`src/rtl/base_pkg.sv`:
```
// Shared helpers for the base_* valid/ready cells: index-width derivation and
// round-robin pointer wrap.
package base_pkg;

  // Never returns 0, so a 2-way (or 1-way) arbiter still gets a 1-bit index field.
  function automatic int clog2_min1(input int n);
    return (n <= 2) ? 1 : $clog2(n);
  endfunction

  // Successor index with explicit wrap, valid for non-power-of-two way counts.
  function automatic int rr_next(input int idx, input int ways);
    return (idx >= ways - 1) ? 0 : idx + 1;
  endfunction

endpackage

```
`src/rtl/base_rr_pick.sv`:
```
// Combinational round-robin pick: the first set request at or after ptr, wrapping
// back through index 0. The request vector is doubled so one linear scan covers the wrap.
module base_rr_pick
  import base_pkg::*;
#(
  parameter int ways = 2,
  parameter int selw = clog2_min1(ways)
) (
  input  logic [ways-1:0] req,
  input  logic [selw-1:0] ptr,
  output logic [ways-1:0] gnt,
  output logic [selw-1:0] gnt_idx,
  output logic            any
);

  localparam int pw = selw + 1;

  logic [2*ways-1:0] dbl;
  logic [2*ways-1:0] rot;
  logic [pw-1:0]     pos;

  always_comb begin
    dbl     = {req, req};
    rot     = dbl >> ptr;
    gnt_idx = '0;
    any     = 1'b0;
    pos     = '0;
    for (int i = 0; i < ways; i++) begin
      if (!any && rot[i]) begin
        any = 1'b1;
        pos = {1'b0, ptr} + pw'(i);
        if (pos >= pw'(ways)) pos = pos - pw'(ways);
        gnt_idx = pos[selw-1:0];
      end
    end
    gnt = any ? (ways'(1) << gnt_idx) : '0;
  end

endmodule

```
`src/rtl/base_rrmux.sv`:
```
// N-way round-robin valid/ready mux with a registered one-entry output stage.
// Define BASE_RRMUX_LOCK_EN to add i_e and hold the grant until end-of-packet.
module base_rrmux
  import base_pkg::*;
#(
  parameter int width = 1,
  parameter int ways  = 2,
  parameter int selw  = clog2_min1(ways)
) (
  input  logic                  clk,
  input  logic                  reset,
  input  logic [ways-1:0]       i_v,
  input  logic [ways*width-1:0] i_d,
  output logic [ways-1:0]       i_r,
  output logic                  o_v,
  output logic [width-1:0]      o_d,
  output logic [selw-1:0]       o_s,
  input  logic                  o_r
`ifdef BASE_RRMUX_LOCK_EN
  ,
  input  logic [ways-1:0]       i_e
`endif
);

  logic [selw-1:0]  ptr;
  logic             take;
  logic             fire;
  logic [ways-1:0]  req;
  logic [ways-1:0]  gnt;
  logic [selw-1:0]  gnt_idx;
  logic             any;
  logic [width-1:0] sel_d;
  logic [selw-1:0]  ptr_next;

  assign take = ~o_v | o_r;

`ifdef BASE_RRMUX_LOCK_EN
  logic            lock;
  logic [selw-1:0] lock_idx;
  logic            last;

  // While a packet is open only its owner may compete.
  assign req  = lock ? (i_v & (ways'(1) << lock_idx)) : i_v;
  assign last = |(i_e & gnt);
`else
  assign req = i_v;
`endif

  base_rr_pick #(
    .ways(ways),
    .selw(selw)
  ) u_pick (
    .req    (req),
    .ptr    (ptr),
    .gnt    (gnt),
    .gnt_idx(gnt_idx),
    .any    (any)
  );

  // Gating with reset keeps every ready low while reset is held.
  assign fire     = take & any & reset;
  assign i_r      = fire ? gnt : '0;
  assign ptr_next = selw'(rr_next(int'(gnt_idx), ways));

  always_comb begin
    sel_d = '0;
    for (int k = 0; k < ways; k++) begin
      if (gnt[k]) sel_d = sel_d | i_d[k*width +: width];
    end
  end

  always_ff @(posedge clk or negedge reset) begin
    if (!reset) begin
      o_v      <= 1'b0;
      o_d      <= '0;
      o_s      <= '0;
      ptr      <= '0;
`ifdef BASE_RRMUX_LOCK_EN
      lock     <= 1'b0;
      lock_idx <= '0;
`endif
    end else if (fire) begin
      o_v <= 1'b1;
      o_d <= sel_d;
      o_s <= gnt_idx;
`ifdef BASE_RRMUX_LOCK_EN
      // The pointer only moves past a source once its packet has closed.
      if (last) begin
        lock <= 1'b0;
        ptr  <= ptr_next;
      end else begin
        lock     <= 1'b1;
        lock_idx <= gnt_idx;
      end
`else
      ptr <= ptr_next;
`endif
    end else if (take) begin
      o_v <= 1'b0;
    end
  end

endmodule

```
`config.mk`:
```
export PLATFORM = sky130hd
export DESIGN_NAME = base_rrmux
export DESIGN_NICKNAME = d
export VERILOG_FILES = /design/src/rtl/base_pkg.sv /design/src/rtl/base_rr_pick.sv /design/src/rtl/base_rrmux.sv
export SDC_FILE = /design/constraint.sdc
export NUM_CORES = 1
export LEC_CHECK = 0
export CORE_AREA = 2 2 39 41
export DETAILED_ROUTE_END_ITERATION = 7
export DIE_AREA = 0 0 41 43
export SKIP_CTS_REPAIR_TIMING = 1
export SLEW_MARGIN = 20
export SYNTH_ARGS = -nofsm -noshare
export SYNTH_HDL_FRONTEND = slang
export SYNTH_SLANG_ARGS = --single-unit
```
`constraint.sdc`:
```
create_clock -name clk -period 2.4 [get_ports clk]
set_input_delay 0.36 -clock clk [delete_from_list [all_inputs] [get_ports clk]]
set_output_delay 0.36 -clock clk [all_outputs]
set_load 0.01 [all_outputs]
```
## After elaboration in Yosys (flattened, before gate mapping)

Index checks and enable logic that the tools add are counted.
W data, S select, Z words.

| word-level totals | value |
|---|---|
| register bits after elaboration | 4 |

| cells by class | value |
|---|---|
| reduce and logical (&&, ||, !) cells | 3 |
| bitwise operators | 5 |
| add/sub/neg operators | 4 |
| muxes and demuxes | 13 |
| magnitude comparators | 3 |
| shift-type cells | 2 |

Operator list:

| kind | number |
|---|---|
| $mux W1 | 11 |
| $mux W2 | 2 |
| $shr A4 B1 Y2 | 1 |
| $add A1 B1 Y2 const B | 1 |
| $and A1 B1 Y1 | 2 |
| $ge A1 B2 Y1 const B | 1 |
| $ge A2 B2 Y1 const B | 1 |
| $or A1 B1 Y1 | 2 |
| $reduce_bool A2 Y1 | 1 |
| $shl A1 B1 Y2 const A | 1 |
| $sub A1 B1 Y1 const B | 2 |
| $add A1 B1 Y1 const B | 1 |
| $ge A1 B1 Y1 const B | 1 |
| $logic_and A1 B1 Y1 | 1 |
| $logic_not A1 Y1 | 1 |
| $not A1 Y1 | 1 |

## Depth between registers and ports, before layout

Gate-level depths: netlist (run 1).

| depth | value |
|---|---|
| depth after elaboration | 10 |
| gate-level depth with buffers | 3 |
| mapped depth without buffers | 3 |

## Modules after synthesis

A second synthesis (run 1) with hierarchy kept.

| second synthesis, totals | value |
|---|---|
| cell total of the unflattened synthesis | 21 |
| area, all modules | 232.7 um^2 |

By module, submodules not included:

| module | cells an instance | area an instance (um^2) | times used |
|---|---|---|---|
| base_rrmux | 16 | 200.2 | 1 |
| base_rr_pick | 5 | 32.5 | 1 |

## Worst setup path after synthesis (run 1)

Ideal clock, no wire load.

| path | value |
|---|---|
| path kind | register -> output |
| from | reg o_v |
| to | out i_r[0] |
| data required time | 2,040 ps |
| cell stages (with the launch flop) | 4 |
| setup slack | 1,080 ps |
| path buffers | 0 |
| arrival time | 960 ps |
| cells stage by stage | dfrtp_1 > nand2b_1 > nor2b_2 > a21boi_1 |

| on the way | value |
|---|---|
| longest elaborated chain between the ends | 5 |

Ends and longest elaborated chain:

| element | RTL line | text |
|---|---|---|
| start, declared | base_rrmux.sv:15 | `output logic o_v,` |
| start signal, assigned | base_rrmux.sv:74 | `o_v <= 1'b0;` |
| start signal, assigned | base_rrmux.sv:83 | `o_v <= 1'b1;` |
| start signal, assigned | base_rrmux.sv:99 | `o_v <= 1'b0;` |
| $not A1 Y1 | base_rrmux.sv:35 | `assign take = ~o_v \| o_r;` |
| $or A1 B1 Y1 | base_rrmux.sv:35 |  |
| $and A1 B1 Y1 (2 in a row) | base_rrmux.sv:61 | `assign fire = take & any & reset;` |
| $mux W2 | base_rrmux.sv:62 | `assign i_r = fire ? gnt : '0;` |
| end, declared | base_rrmux.sv:14 | `output logic [ways-1:0] i_r,` |

Every way passes these cells.

## Worst setup path after layout (run 1)

| path | value |
|---|---|
| from | in i_v[0] |
| to | out i_r[0] |

| on the way | value |
|---|---|
| longest elaborated chain between the ends | 8 |

Ends and longest elaborated chain:

| element | RTL line | text |
|---|---|---|
| start, declared | base_rrmux.sv:12 | `input logic [ways-1:0] i_v,` |
| $shr A4 B1 Y2 (*) | base_rr_pick.sv:24 | `rot = dbl >> ptr;` |
| $mux W1 | base_rr_pick.sv:29 | `if (!any && rot[i]) begin` |
| $logic_not A1 Y1 | base_rr_pick.sv:29 |  |
| $logic_and A1 B1 Y1 | base_rr_pick.sv:29 |  |
| $mux W1 | base_rr_pick.sv:29 |  |
| $shl A1 B1 Y2 or $and A1 B1 Y1 (tied branches) | base_rr_pick.sv:36, base_rrmux.sv:61 |  |
| $mux W2 or $and A1 B1 Y1 (tied branches) | base_rr_pick.sv:36, base_rrmux.sv:61 |  |
| $mux W2 (*) | base_rrmux.sv:62 |  |

Mark *: on every way between the ends. The rest lies on a longest branch, timed or not.

==> results of run 1 <==
==> worst paths after layout <==
check | from | end | slack, ns | cells past startpoint
max | i_v[0] | i_r[0] | 0.16 | 5
min | reset | o_v | 0.42 | 2
max reg2reg | o_v | o_d | 1.23 | 4
min reg2reg | o_d | o_d | 0.50 | 1
max in group asynchronous | reset | o_d | 1.87 | 2
min in group clk | o_d | o_d | 0.50 | 1
==> cell type report <==
class / instances / area (um2) / area share (%)
Sequential cell: 4 / 100.1 / 26.76
Multi-Input combinational cell: 13 / 98.84 / 26.42
Clock buffer: 3 / 22.52 / 6.020
Inverter: 2 / 7.507 / 2.007
Timing Repair Buffer: 13 / 125.1 / 33.44
Tap cell: 16 / 20.02 / 5.351
==> per-layer routing <==
metal	track usage (%)	share of wire, %
met5	0	0
met4	8.000	0
met3	1.571	9.4
met2	7.813	45
met1	8.143	46
==> registers in the layout, indices dropped and copies added (netlist names) <==
signal and count:
o_d 1, o_s 1, o_v 1, ptr 1
==> worst max-delay path, delay by kind of cell <==
kind,cells,cell delay [ns]
AND/OR/NAND/NOR,1,0.13
AO/OA/AOI/OAI,2,0.29
buffers and inverters,2,1.09
==> cell usage in the layout (no fill, tap or decap), drive strengths merged <==
master / netlist / routed
buf: 0 / 2
dfrtp: 4 / 4
a21boi: 1 / 1
and2: 1 / 1
o21ai: 2 / 2
o21a: 1 / 1
a32o: 1 / 1
nand2: 2 / 2
nand2b: 2 / 2
clkbuf: 0 / 3
clkdlybuf4s50: 0 / 11
mux2: 1 / 1
nand4: 1 / 1
inv: 2 / 2
nor2b: 1 / 1
==> through the flow <==
step                      utilization, %  worst slack [ns]  total power [W]  hold slack, ns  cells
after floorplan                        -             1.080        0.0001164         0.06441     19
after global placement             25.41            0.1320        0.0001570          0.5020     48
after detailed placement           25.41            0.1555        0.0001579          0.5000     48
after CTS                          27.03            0.1370        0.0002454          0.4295     51
after global routing               27.03           0.08113        0.0002522          0.4381     51
final                              27.03            0.1628        0.0002386          0.4224     51
==> power breakdown <==
group	switching (W)	leakage, nW	internal [W]
logic	0.0000244	0.107	0.0000459
clock network	0.0000273	0.0138	0.0000559
registers	0.00000583	0.0472	0.0000792
total	0.0000575	0.168	0.000181
==> logic make-up (layout without fill, tap and decap cells) <==
family | count (synthesis) | in the layout | share of synthesized area, %
simple gates | 7 | 7 | 23.64
buf+inv | 2 | 18 | 3.638
mux | 1 | 1 | 7.271
compound gates | 5 | 5 | 16.97
flops | 4 | 4 | 48.49
==> flow_metrics.py, run 1 <==
metrics = {
    "outcome": {
        "outcome": "complete, no violations",
    },
    "yosys": {
        "synth_edf_count": 0,
        "yosysTopAreaCell": "dfrtp_1",
        "synth_area_um2": 206.4,
        "ys_warn_count": 0,
        "synth_area_leaders": "dfrtp_1 (48%), mux2_4 (7.3%), nand2b_4 (6.7%), a32o_1 (4.8%), nor2b_2 (4.2%)",
        "ys_ff_latch": 4,
        "syn_avg_cell_area_um2": 10.87,
        "synth_ff_type": "dfrtp_1",
        "yosysMostFrequentCell": "dfrtp_1",
        "synthCells": 19,
        "synth_common_cells": "dfrtp_1 (4), inv_1 (2), nand2_1 (2)",
        "yosysSeqAreaShare_pct": 48.48,
        "synth_nets": 26,
        "synth_top_area_share_pct": 48.48,
        "ys_types": 14,
        "async_flop_share_pct": 100.0,
    },
    "worst_setup_path": {
        "cp.arrival_ns": 1.88,
        "cpPeakStageDelay_ns": 0.55,
        "crit_path_top_delay_cell": "clkdlybuf4s50_1",
        "critical_path_class": "in2out",
        "worstPathCellList": "clkdlybuf4s50_1 -> o21ai_1 -> nor2b_2 -> a21boi_1 -> clkdlybuf4s50_1",
        "worstPathRequired_ns": 2.04,
        "worstPathMaxFanout": 3,
        "startpoint_type": "input port",
        "setup.worst_path.end_class": "output port",
        "path_common_cell": "clkdlybuf4s50_1",
    },
    "global_route": {
        "grt_pass1_wl_um": 724,
        "grt_overflow_total": 0,
        "first_global_vias": 191,
        "grtUsageTotal_pct": 6.552,
        "grt_start_max_net_pins": 6,
        "antenna_found_initial": 0,
    },
    "route": {
        "dr.pass1.iters": 1,
        "final_antenna_net_count": 0,
        "routed_via_density": 3.725,
        "vias": 190,
        "routed_wl_um": 478,
        "drtIter0Drc": 0,
        "drc_errors": 0,
        "wl_per_cell_um": 9.373,
    },
    "timing": {
        "rsz0062_at_grt": "no",
        "skew_ns": 0.004144,
        "setup_viol": 0,
        "hold_violations": 0,
        "worst_pin_slew_ns": 0.1837,
        "max_freq_mhz": 447.0,
        "slew_violations": 0,
        "finalCriticalPeriod_ns": 2.237,
        "maxSlewHeadroom_pct": 87.67,
        "fin_crit_sh_pct": 93.22,
        "finalSetupTns_ns": 0,
    },
    "power_and_ir_drop": {
        "cellLeakagePower_nw": 0.1684,
        "power_density_nw_per_um2": 637.7,
        "peakVddDrop_uv": 190.1,
    },
    "floorplanning": {
        "num_rows": 14,
        "die_h_um": 43,
        "initial_core_util_pct": 14.92,
        "chipWidth_um": 41,
        "die_area_um2": 1763,
        "io_pins": 12,
        "core_um2": 1384,
    },
    "cts": {
        "cts_root_buffer": "clkbuf_4",
        "cts_made_buffers": 3,
        "clk_path_buf_depth": 2,
        "cts_tree": "done",
        "clk_latency_ns": 0.23,
        "clock-sinks": 4,
        "path_clk_slew_ns": 0.04,
        "htreeDepth": 1,
    },
    "run": {
        "cap_viol_max_count": 0,
    },
    "hold_path": {
        "hp-class": "in2async",
    },
    "final_layout": {
        "fin_nets": 44,
        "diodes": 0,
        "area_growth_pct": 81.21,
        "fillers": 153,
        "drive_gt1_share_pct": 22.86,
        "design_area_um2": 374.1,
    },
    "placement": {
        "port_buffers": 11,
        "dpl_cell_area_um2": 351.6,
        "place.gp.congestion": 0.7162,
    },
}
Power figures use the tool's default switching activity.
==> run 2: changes to the inputs <==
==> constraint.sdc (replaced) <==
create_clock -name clk -period 2 [get_ports clk]
set_input_delay 0.3 -clock clk [delete_from_list [all_inputs] [get_ports clk]]
set_output_delay 0.3 -clock clk [all_outputs]
set_load 0.01 [all_outputs]
==> flow_metrics.py, run 2 (synthesis gave the netlist of run 1 again) <==
metrics = {
    "placement": {
        "port_buffers": 11,
        "place_worst_setup_slack_ns": -0.1473,
        "place.gp.congestion": 0.7016,
        "dp.cells": 50,
    },
    "worst_setup_path": {
        "crit_path_top_delay_cell": "clkdlybuf4s50_1",
        "critical_path_class": "in2out",
        "cpPeakStageDelay_ns": 0.49,
        "worstPathMaxFanout": 2,
        "startpoint_type": "input port",
        "worstPathRequired_ns": 1.70,
        "rrSetupSlack_ns": 0.85,
        "setup.worst_path.end_class": "output port",
        "worstPathCellList": "clkdlybuf4s50_1 -> o21ai_1 -> nor2b_2 -> a21boi_1 -> dlymetal6s2s_1",
        "cp.arrival_ns": 1.34,
    },
    "global_route": {
        "antenna_found_initial": 0,
        "grt_overflow_total": 0,
        "grtUsageTotal_pct": 7.056,
        "first_global_vias": 193,
        "grt_start_max_net_pins": 6,
        "grt_pass1_wl_um": 786,
    },
    "route": {
        "vias": 193,
        "drc_errors": 0,
        "drtIter0Drc": 2,
        "routed_wl_um": 530,
        "dr.pass1.iters": 2,
        "routed_via_density": 3.574,
        "final_antenna_net_count": 0,
        "wl_per_cell_um": 9.815,
    },
    "hold_path": {
        "hp-class": "in2async",
    },
    "timing": {
        "worst_pin_slew_ns": 0.1905,
        "fin_ws_ns": 0.3593,
        "maxSlewHeadroom_pct": 87.22,
        "finalCriticalPeriod_ns": 1.641,
        "finalSetupTns_ns": 0,
        "hold_violations": 0,
        "max_freq_mhz": 609.5,
        "slew_violations": 0,
        "setup_viol": 0,
        "skew_ns": 0.005306,
        "rsz0062_at_grt": "no",
        "fin_crit_sh_pct": 82.03,
    },
    "cts": {
        "clk_latency_ns": 0.23,
        "cts_root_buffer": "clkbuf_4",
        "cts_tree": "done",
        "path_clk_slew_ns": 0.04,
        "cts_made_buffers": 3,
        "clk_path_buf_depth": 2,
        "htreeDepth": 1,
        "clock-sinks": 4,
    },
    "floorplanning": {
        "initial_core_util_pct": 14.92,
        "chipWidth_um": 41,
        "core_um2": 1384,
        "die_h_um": 43,
        "io_pins": 12,
        "num_rows": 14,
        "die_area_um2": 1763,
    },
    "final_layout": {
        "drive_gt1_share_pct": 28.95,
        "fin_nets": 47,
        "final_cell_mix": "clkdlybuf4s50_1 (8), buf_4 (5), dfrtp_1 (4)",
        "fin_util_pct": 29.20,
        "final_cells": 54,
        "area_growth_pct": 95.76,
        "diodes": 0,
        "layout_commonest_cell": "clkdlybuf4s50_1",
    },
    "power_and_ir_drop": {
        "p_total_w": 0.0002900,
        "peakVddDrop_uv": 272.4,
        "power_density_nw_per_um2": 717.5,
        "cellLeakagePower_nw": 0.2226,
    },
    "outcome": {
        "outcome": "complete, no violations",
    },
    "run": {
        "cap_viol_max_count": 0,
    },
}
-- run 2: changes by cell type in the layout (fill, tap and decap cells not counted) --
cell             previous run  this run
buf_4                       2         5
clkdlybuf4s50_1            11         8
dlymetal6s2s_1              0         3
-- run 2: routing by layer --
layer | up-vias | global-route usage (%) | wire length, um
li1 | 103 | - | -
met1 | 83 | 8.469 | 213
met2 | 7 | 8.750 | 264
met3 | 0 | 3.665 | 52
met4 | 0 | 6.000 | 0
met5 | - | 0 | 0
-- run 2: final cells by class --
class	instances	area [um2]
clock buffer	3	22.52
tap	16	20.02
timing repair buffer	16	155.1
fill	156	979.7
inverter	2	7.507
sequential	4	100.1
multi-input combinational	13	98.84
-- run 2: worst paths after layout --
path / cells after the start / startpoint / to
worst max-delay path: 5 / i_v[1] / i_r[0]
max in group asynchronous: 2 / reset / ptr
min in group clk: 3 / i_v[0] / o_v
worst min-delay path: 2 / reset / o_v
worst max register to register: 3 / ptr / o_d
worst min register to register: 1 / o_d / o_d
-- run 2: power by group --
| group | internal, W | total, W | switching [W] |
|---|---|---|---|
| Sequential | 0.0000951 | 0.000102 | 0.00000741 |
| Combinational | 0.0000586 | 0.0000888 | 0.0000303 |
| Clock | 0.0000670 | 0.0000987 | 0.0000316 |
| Total | 0.000221 | 0.000290 | 0.0000693 |
-- run 2: per-stage QoR --
stage                     instance area (um2)  hold WS [ns]
final                                   404.1        0.3517
after global routing                    404.1        0.3552
after CTS                               389.1        0.3434
after detailed placement                366.6        0.5051
after global placement                  366.6        0.5060
after floorplan                         206.4      0.004409
-- run 2: critical path: cells and delay by family --
kind / cells / cell delay, ns
compound gates: 2 / 0.25
buf+inv: 2 / 0.66
simple gates: 1 / 0.13
==> RTL change, RTL diff (config.mk and constraints of run 2) <==
The option `BASE_RRMUX_LOCK_EN` is turned on by a define.
--- a/src/rtl/base_rrmux.sv
+++ b/src/rtl/base_rrmux.sv
@@ -1,5 +1,7 @@
 // N-way round-robin valid/ready mux with a registered one-entry output stage.
 // Define BASE_RRMUX_LOCK_EN to add i_e and hold the grant until end-of-packet.
+`define BASE_RRMUX_LOCK_EN
+
 module base_rrmux
   import base_pkg::*;
 #(
Interface: changed (added i_e); port bits go from 12 to 14. The function was not compared with the original's and may differ.
==> RTL change against run 2 <==
Count of clock-buffer cells in the layout stayed put. Power is 130% higher. Via count is 88% higher. Synthesized area is 67% higher. Clock power is 10% higher. Wire length is 72% higher. Worst setup slack worse by 270 ps. Sequential cell count is 2 higher. Design area is 46% higher.
==> RTL change: results (changes against run 2) <==
| Metric | Value |
|---|---|
| DRT Pass-1 Iters | `4 (was 2)` |
| Maximum number of pins on one net before global-route repair | `8 (was 6)` |
| Proportion of layout cells with a drive suffix above 1 | `0.262 (was 0.289)` |
| Outcome | `finished clean (unchanged)` |
| Static leakage power | `0.296 nW (was 0.223 nW)` |
| Share of synthesized area occupied by flip-flops and latches | `0.435 (was 0.485)` |
| Global-route wire length before repair | `1.46 mm (was 786 um)` |
| Port Buffers | `13 (was 11)` |
| Max Clock Skew | `0.284 ps (was 5.31 ps)` |
| Arr. time, crit path | `1610 ps (was 1340 ps)` |
| Most instantiated cells after synthesis | `sky130_fd_sc_hd__dfrtp_1 (6), sky130_fd_sc_hd__nand2_1 (6) (was sky130_fd_sc_hd__dfrtp_1 (4), sky130_fd_sc_hd__inv_1 (2), sky130_fd_sc_hd__nand2_1 (2))` |
| Cell count after synthesis | `36 (was 19)` |
| Wire length per cell | `11.8 um (was 9.81 um)` |
| Slew Limit Headroom | `0.766 (was 0.872)` |
| Via-to-Cell Ratio | `4.71 (was 3.57)` |
| Dominant cells by area after synthesis | `sky130_fd_sc_hd__dfrtp_1 (43%), sky130_fd_sc_hd__and3_4 (6.5%), sky130_fd_sc_hd__nand2_1 (6.5%) (was sky130_fd_sc_hd__dfrtp_1 (48%), sky130_fd_sc_hd__mux2_4 (7.3%), sky130_fd_sc_hd__nand2b_4 (6.7%))` |
| Unique cell type count in the Yosys netlist | `20 (was 14)` |
| Maximum fanout count along the critical path | `2 (unchanged)` |
| Via count | `363 (was 193)` |
| Delay of the slowest critical-path stage | `470 ps (was 490 ps)` |
| Worst Setup Slack post-DPL | `-276 ps (was -147 ps)` |
| Dpl cells | `74 (was 50)` |
| Sw Pwr | `0.219 mW (was 0.0693 mW)` |
| Top cell family by delay on the critical path | `simple AND/OR/NAND/NOR gates (was buffers and inverters)` |
| Worst voltage drop across the vdd grid | `0.367 mV (was 0.272 mV)` |
| Filler cell count in the final layout | `140 (was 156)` |
| Overall global routing resource usage | `0.126 (was 0.0706)` |
| NumNets Final | `72 (was 47)` |
==> RTL change: changes by cell type after synthesis, moves of 2 or more <==
cell	change
sky130_fd_sc_hd__nand2_1	+4
sky130_fd_sc_hd__a31oi_1	+2
sky130_fd_sc_hd__nand3_1	+2
sky130_fd_sc_hd__dfrtp_1	+2
sky130_fd_sc_hd__and3_4	+2
sky130_fd_sc_hd__nor2_1	+2
==> RTL change: power groups by stage <==
stage | Clock (mW) | Combinational, mW | Sequential, mW
2_1_floorplan | 0 | 0.155 | 0.219
3_3_place_gp | 0 | 0.335 | 0.210
3_5_place_dp | 0 | 0.340 | 0.212
4_1_cts | 0.112 | 0.343 | 0.211
5_1_grt | 0.122 | 0.369 | 0.218
6_report | 0.109 | 0.339 | 0.209
==> RTL change: layout make-up <==
class	count	area (um2)	share of cell area
well taps	16	20.0	0.0339
repair buffers	22	203	0.343
clock buffers	3	22.5	0.0381
inverters	2	7.51	0.0127
flip-flops and latches	6	150	0.254
multi-input cells	28	188	0.318
==> RTL change: through the flow <==
| step | hold slack [ps] | utilization | area [um2] |
|---|---|---|---|
| floorplan | 4.41 | - | 345 |
| global placement | 490 | 0.407 | 563 |
| detailed placement | 512 | 0.407 | 563 |
| CTS | 367 | 0.423 | 586 |
| global route | 392 | 0.427 | 591 |
| finish | 366 | 0.427 | 591 |
==> RTL change: kinds of logic (layout without fill, tap and decap cells) <==
group	Yosys count	count (layout)	share of synthesized area
simple gates	18	18	0.308
mux	2	2	0.0725
flops	6	6	0.435
buf+inv	2	27	0.0217
compound gates	8	8	0.163
==> RTL change: final timing paths <==
path	cells past startpoint	from	end	slack, ps
worst max-delay path	5	i_v[0]	i_r[0]	90
max in group asynchronous	2	reset	o_s$_DFFE_PN0P_	1520
worst min-delay path	2	reset	o_d$_DFFE_PN0P_	370
worst max register to register	6	lock$_DFFE_PN0P_	o_s$_DFFE_PN0P_	490
worst min register to register	2	o_v$_DFFE_PN0P_	o_v$_DFFE_PN0P_	510
min in group clk	2	o_v$_DFFE_PN0P_	o_v$_DFFE_PN0P_	510
==> RTL change: worst register-to-register path: cells and delay by family (launching register included) <==
kind / cells / cell delay, ps
buffers and inverters: 2 / 270
muxes: 1 / 300
DFF: 1 / 360
and+or+nand+nor: 3 / 470
==> RTL change: layer usage <==
layer	up-vias	wire length, um	global-route usage	share of wire
met2	10	422	0.172	0.46
met5	-	0	0	0
met3	4	26	0.0157	0.029
met4	0	26	0.100	0.029
met1	166	435	0.170	0.48
li1	183	-	-	-
